==> src/rtl/i2c_init_pkg.sv <==
`default_nettype none
// ============================================================================
// Module   : i2c_init_pkg
// Purpose  : Shared types and constants for the I2C init sequencer: FSM state
//            encoding, table-entry classification and the entry decoder.
// Ports    : none (package)
// Revision : 1.0 - initial release
// ============================================================================
package i2c_init_pkg;

    typedef enum logic [2:0] {
        S_IDLE        = 3'd0,
        S_FETCH       = 3'd1,
        S_DECODE      = 3'd2,
        S_ISSUE       = 3'd3,
        S_WAIT_ACCEPT = 3'd4,
        S_WAIT_DONE   = 3'd5,
        S_DELAY       = 3'd6,
        S_FINISH      = 3'd7
    } state_t;

    typedef enum logic [1:0] {
        E_WRITE = 2'd0,
        E_DELAY = 2'd1,
        E_END   = 2'd2
    } entry_kind_t;

    localparam logic [15:0] END_MARKER = 16'hFFFF;
    localparam logic [7:0]  DELAY_REG  = 8'hF0;

    // The end marker is checked first: its register byte is 0xFF, so it can
    // never be confused with a delay entry, but it must win over "write".
    function automatic entry_kind_t decode_entry(input logic [15:0] word);
        entry_kind_t kind;
        if (word == END_MARKER) begin
            kind = E_END;
        end else if (word[15:8] == DELAY_REG) begin
            kind = E_DELAY;
        end else begin
            kind = E_WRITE;
        end
        return kind;
    endfunction

endpackage
`default_nettype wire

==> src/rtl/i2c_init_sequencer.sv <==
`default_nettype none
// ============================================================================
// Module   : i2c_init_sequencer
// Purpose  : Walks a register table and issues one I2C register write per
//            entry through the I2C master's write port, with programmable
//            delays, NACK retries and an end marker. Reports done/error only.
// Ports    : clock, reset          - clock, synchronous active-high reset
//            start                 - begin a run (sampled in IDLE only)
//            busy, done, error     - run status; error is sticky
//            errorIndex            - index of the failing entry
//            romAddress, romData   - synchronous table read port
//            i2cStartWrite         - one-cycle start pulse to the master
//            i2cAddress            - constant device address
//            i2cRegister, i2cData  - bytes of the current write
//            i2cBusy, i2cAckError  - master status
// Revision : 1.0 - initial release
// ============================================================================
module i2c_init_sequencer
    import i2c_init_pkg::*;
#(
    parameter int         NR_OF_ENTRIES     = 64,
    parameter int         ADDR_W            = $clog2(NR_OF_ENTRIES),
    parameter logic [6:0] DEVICE_ADDRESS    = 7'h21,
    parameter int         MAX_RETRIES       = 3,
    parameter int         DELAY_UNIT_CYCLES = 12000,
    parameter int         ACCEPT_TIMEOUT    = 16
) (
    input  logic              clock,
    input  logic              reset,
    input  logic              start,
    output logic              busy,
    output logic              done,
    output logic              error,
    output logic [ADDR_W-1:0] errorIndex,
    output logic [ADDR_W-1:0] romAddress,
    input  logic [15:0]       romData,
    output logic              i2cStartWrite,
    output logic [6:0]        i2cAddress,
    output logic [7:0]        i2cRegister,
    output logic [7:0]        i2cData,
    input  logic              i2cBusy,
    input  logic              i2cAckError
);

    localparam int                  c_DLY_W      = $clog2(255*DELAY_UNIT_CYCLES+1);
    localparam int                  c_TMO_W      = $clog2(ACCEPT_TIMEOUT+1);
    localparam logic [c_DLY_W-1:0]  c_DLY_UNIT   = c_DLY_W'(DELAY_UNIT_CYCLES);
    // The ISSUE cycle and the final WAIT_ACCEPT cycle both count toward the
    // timeout, so done lands exactly ACCEPT_TIMEOUT cycles after the pulse.
    localparam logic [c_TMO_W-1:0]  c_TMO_LOAD   = c_TMO_W'(ACCEPT_TIMEOUT-2);
    localparam logic [ADDR_W-1:0]   c_LAST_INDEX = ADDR_W'(NR_OF_ENTRIES-1);
    localparam logic [3:0]          c_MAX_RETRY  = 4'(MAX_RETRIES);

    state_t              r_state;
    logic [ADDR_W-1:0]   r_index;
    logic [3:0]          r_retry;
    logic [c_DLY_W-1:0]  r_delay;
    logic [c_TMO_W-1:0]  r_timeout;
    logic                r_busy;
    logic                r_done;
    logic                r_error;
    logic [ADDR_W-1:0]   r_error_index;
    logic [ADDR_W-1:0]   r_rom_address;
    logic                r_start_write;
    logic [7:0]          r_register;
    logic [7:0]          r_data;

    entry_kind_t         w_kind;
    logic [c_DLY_W-1:0]  w_delay_load;
    logic                w_last;
    logic [ADDR_W-1:0]   w_index_next;

    assign w_kind       = decode_entry(romData);
    assign w_delay_load = c_DLY_W'(romData[7:0]) * c_DLY_UNIT;
    assign w_last       = (r_index == c_LAST_INDEX);
    assign w_index_next = r_index + 1'b1;

    always_ff @(posedge clock) begin
        if (reset) begin
            r_state       <= S_IDLE;
            r_index       <= '0;
            r_retry       <= '0;
            r_delay       <= '0;
            r_timeout     <= '0;
            r_busy        <= 1'b0;
            r_done        <= 1'b0;
            r_error       <= 1'b0;
            r_error_index <= '0;
            r_rom_address <= '0;
            r_start_write <= 1'b0;
            r_register    <= '0;
            r_data        <= '0;
        end else begin
            case (r_state)
                S_IDLE: begin
                    if (start) begin
                        r_state       <= S_FETCH;
                        r_busy        <= 1'b1;
                        r_index       <= '0;
                        r_retry       <= '0;
                        r_error       <= 1'b0;
                        r_error_index <= '0;
                        r_rom_address <= '0;
                    end
                end

                // Address is already on romAddress; the table answers next cycle.
                S_FETCH: begin
                    r_state <= S_DECODE;
                end

                S_DECODE: begin
                    case (w_kind)
                        E_END: begin
                            r_state <= S_FINISH;
                            r_done  <= 1'b1;
                        end
                        E_DELAY: begin
                            r_state <= S_DELAY;
                            r_delay <= w_delay_load;
                        end
                        default: begin
                            r_state       <= S_ISSUE;
                            r_register    <= romData[15:8];
                            r_data        <= romData[7:0];
                            r_start_write <= 1'b1;
                        end
                    endcase
                end

                S_ISSUE: begin
                    r_state       <= S_WAIT_ACCEPT;
                    r_start_write <= 1'b0;
                    r_timeout     <= c_TMO_LOAD;
                end

                S_WAIT_ACCEPT: begin
                    if (i2cBusy) begin
                        r_state <= S_WAIT_DONE;
                    end else if (r_timeout == '0) begin
                        r_state       <= S_FINISH;
                        r_done        <= 1'b1;
                        r_error       <= 1'b1;
                        r_error_index <= r_index;
                    end else begin
                        r_timeout <= r_timeout - 1'b1;
                    end
                end

                S_WAIT_DONE: begin
                    if (!i2cBusy) begin
                        if (!i2cAckError) begin
                            r_retry <= '0;
                            if (w_last) begin
                                r_state <= S_FINISH;
                                r_done  <= 1'b1;
                            end else begin
                                r_state       <= S_FETCH;
                                r_index       <= w_index_next;
                                r_rom_address <= w_index_next;
                            end
                        end else if (r_retry < c_MAX_RETRY) begin
                            r_state       <= S_ISSUE;
                            r_retry       <= r_retry + 1'b1;
                            r_start_write <= 1'b1;
                        end else begin
                            r_state       <= S_FINISH;
                            r_done        <= 1'b1;
                            r_error       <= 1'b1;
                            r_error_index <= r_index;
                        end
                    end
                end

                S_DELAY: begin
                    if (r_delay == '0) begin
                        r_retry <= '0;
                        if (w_last) begin
                            r_state <= S_FINISH;
                            r_done  <= 1'b1;
                        end else begin
                            r_state       <= S_FETCH;
                            r_index       <= w_index_next;
                            r_rom_address <= w_index_next;
                        end
                    end else begin
                        r_delay <= r_delay - 1'b1;
                    end
                end

                // busy stays high through the done cycle and drops afterwards.
                S_FINISH: begin
                    r_state <= S_IDLE;
                    r_done  <= 1'b0;
                    r_busy  <= 1'b0;
                end

                default: begin
                    r_state <= S_IDLE;
                end
            endcase
        end
    end

    assign busy          = r_busy;
    assign done          = r_done;
    assign error         = r_error;
    assign errorIndex    = r_error_index;
    assign romAddress    = r_rom_address;
    assign i2cStartWrite = r_start_write;
    assign i2cAddress    = DEVICE_ADDRESS;
    assign i2cRegister   = r_register;
    assign i2cData       = r_data;

endmodule
`default_nettype wire

==> config.mk <==
export PLATFORM = sky130hd
export DESIGN_NAME = i2c_init_sequencer
export DESIGN_NICKNAME = d
export VERILOG_FILES = /design/src/rtl/i2c_init_pkg.sv /design/src/rtl/i2c_init_sequencer.sv
export SDC_FILE = /design/constraint.sdc
export NUM_CORES = 1
export LEC_CHECK = 0
export ABC_AREA = 1
export CORE_MARGIN = 5
export CORE_UTILIZATION = 58
export DETAILED_ROUTE_END_ITERATION = 8
export PLACE_DENSITY = 0.82
export SYNTH_ARGS = -nofsm -noshare
export SYNTH_HDL_FRONTEND = slang
export SYNTH_SLANG_ARGS = --single-unit
==> constraint.sdc <==
create_clock -name clock -period 4.42 [get_ports clock]
set_clock_uncertainty 0.05 [all_clocks]
set_input_delay 0.442 -clock clock [delete_from_list [all_inputs] [get_ports clock]]
set_output_delay 0.442 -clock clock [all_outputs]
set_load 0.02 [all_outputs]
==> impl_metrics.csv <==
group,metric,value,unit
run_status,status,"finished clean",
grt,track_usage,24.28,%
clock_network,cts.path.max_buffers,2,
placed_design,place_congestion,0.9318,
min_path,worstHoldPathType,"reg -> reg",
sta,period_needed,4.189,ns
routing,dr.pass1.iters,5,
die,coreArea,0.009196,mm^2
yosys,ys.flop_type,"dfxtp_1",
finish,stdcell_count,990,
power_and_ir_drop,power_density,477.2,mW/mm^2
routing,wl,13580,um
die,dieWidth,106.8,um
yosys,synth-edff-count,0,
routing,drc,0,
routing,first_iter_violations,402,
yosys,yosys.area.top_type,"dfxtp_1",
die,pin_count,60,
finish,area_growth,16.75,%
grt,grt_pass1_wl,23000,um
yosys,yosysTopAreaCellShare,24.29,%
yosys,synth_area_leaders,"dfxtp_1, nand2_1, ha_1",
flow_run,maxCapViolations,0,
sta,max_freq,238.7,MHz
yosys,synth_most_common_cell,"nand2_1",
worst_setup_path,cp_max_fo,4,
yosys,synth_cells,807,
power_and_ir_drop,ir_drop,0.2469,mV
grt,antenna_found_initial,0,
power_and_ir_drop,total_power,0.003030,W
yosys,ys_seq_area_share,24.29,%
grt,grt_max_degree,44,
routing,ant_nets,0,
sta,finalCritPeriodShare,94.78,%
worst_setup_path,path_class,"in -> reg",
worst_setup_path,cp-start-kind,"input port",
finish,n_antenna_cell,0,
sta,grt_setup_unrepaired,"false",
sta,hold_viol_final,0,
grt,overflow,0,
worst_setup_path,worst_ep_arrival_time,4.39,ns
sta,setup_viol,0,
sta,slew_violations,0,
clock_network,cts_tree,"yes",
routing,viasPerCell,5.376,
worst_setup_path,worstPathRequired,4.62,ns
sta,holdWs,0.3836,ns
sta,slew_headroom,18.03,%
finish,drive_above_1_share,8.419,%
yosys,synth_cell_type_count,41,
clock_network,cts_hold_buf,0,
power_and_ir_drop,p_leak,3.176,nW
yosys,synth-seq-cells,66,
die,initial_core_util,59.14,%
clock_network,path_clk_slew,0.07,ns
yosys,ys_top_cells_by_count,"nand2_1, inv_1, nor2_1, dfxtp_1, a21oi_1",
routing,wire_per_inst,13.71,um
worst_setup_path,rr_startpoint,"r_state[2]",
placed_design,dpl.cell_count,974,
yosys,yosysWarningCount,0,
clock_network,cts_buffers,9,
placed_design,dp_hpwl,10670,um
clock_network,clk_latency,0.34,ns
sta,worstMarginPinSlew,1.228,ns
sta,setup_tns,0,ns
die,num_rows,35,
yosys,avgSynthCellArea,6.740,um^2
clock_network,cts.htree.levels,3,
worst_setup_path,endpoint_kind,"flip-flop",
die,die_area,0.01141,mm^2
clock_network,root_buffer,"clkbuf_8",
worst_setup_path,cp-startpoint,"romData[3]",
yosys,async_reset_ff_share,0,%
min_path,holdCritStartpoint,"r_retry[2]",
grt,grt_pass1_vias,4955,
clock_network,cts_sinks,66,
die,die_h,106.8,um
placed_design,portBuffers,52,
finish,final_nets,965,
routing,vias,5322,
yosys,netlist_area,0.005439,mm^2
per-layer routing:
layer	part of all wire [%]	vias to the layer above	GRT usage, %
li1	-	2690	-
met1	45	2417	33.40
met2	47	187	39.79
met3	6.4	28	3.913
met4	1.9	0	6.393
met5	0	-	0
cells by family after synthesis:
| group | Yosys count | share of synthesized area, % |
|---|---|---|
| xor+xnor | 12 | 1.932 |
| simple gates | 362 | 28.96 |
| compound gates | 126 | 12.19 |
| fa+ha+maj | 70 | 19.55 |
| flops | 66 | 24.29 |
| mux | 3 | 0.5521 |
| other cells | 2 | 0.1381 |
| buf+inv | 166 | 12.38 |
layout make-up:
class | instances | area (um^2)
multi-input cells | 580 | 3491
fillers | 789 | 2846
flip-flops and latches | 66 | 1321
repair buffers | 76 | 705.7
inverters | 141 | 529.3
clock buffers | 13 | 148.9
well taps | 111 | 138.9
clock inverters | 3 | 15.01
stage by stage:
step | instance area, um^2 | util [%] | setup slack, ns
after global routing | 6350 | 69.05 | 0.01079
final | 6350 | 69.05 | 0.2308
after detailed placement | 6153 | 66.91 | -0.2209
after global placement | 6153 | 66.91 | -0.1336
after CTS | 6317 | 68.69 | 0.1275
after floorplan | 5458 | - | 0.5629
flip-flops by register name, summed over array words and instances (netlist names):
signal,cells
i2cRegister,8
busy,1
errorIndex,6
r_delay,22
error,1
r_retry,4
r_index,6
i2cData,8
r_state,3
i2cStartWrite,1
done,1
r_timeout,5
worst paths after layout:
path,end,slack (ns),cells after the start
min,r_retry[2],0.38,2
max reg2reg,r_delay[0],2.02,8
max,r_delay[21],0.23,19
min reg2reg,r_retry[2],0.38,2
critical path, cell delays in order:
cell and delay (ns):
clkdlybuf4s50_1 0.50, buf_4 0.19, ha_1 0.33, fa_1 0.53, inv_1 0.07, fa_1 0.51
fa_1 0.56, inv_1 0.05, ha_1 0.36, nand2_1 0.08, nand2_1 0.06, nand2_1 0.06
nand2_1 0.08, a21oi_1 0.19, nand3_1 0.09, nand3_1 0.09, nand3_1 0.06, nand2_1 0.09
inv_1 0.04
power by group:
group	internal [W]	switching, W	total [W]
sequential	0.000676	0.0000551	0.000731
clock	0.000217	0.000231	0.000448
combinational	0.000754	0.00110	0.00185
total	0.00165	0.00138	0.00303
placed cells by master, fill, tap and decap left out, drive strengths merged, types with 8 or more instances in the layout:
| master | synthesis | routed |
|---|---|---|
| xor2 | 10 | 10 |
| buf | 19 | 24 |
| nand4 | 14 | 14 |
| fa | 25 | 25 |
| inv | 141 | 141 |
| a21oi | 61 | 61 |
| nand2 | 173 | 173 |
| clkdlybuf4s50 | 0 | 50 |
| nor3 | 8 | 8 |
| dfxtp | 66 | 66 |
| o21ai | 56 | 56 |
| clkbuf | 6 | 13 |
| nor2 | 99 | 99 |
| ha | 45 | 45 |
| nand3 | 54 | 54 |
timing repair:
action	in CTS	in global routing
setup buffers	0	0
gates resized for setup	0	5
setup endpoints to repair	0	9
endpoints found under the hold margin	0	0
Note: power is estimated with default switching activity, not from simulation.
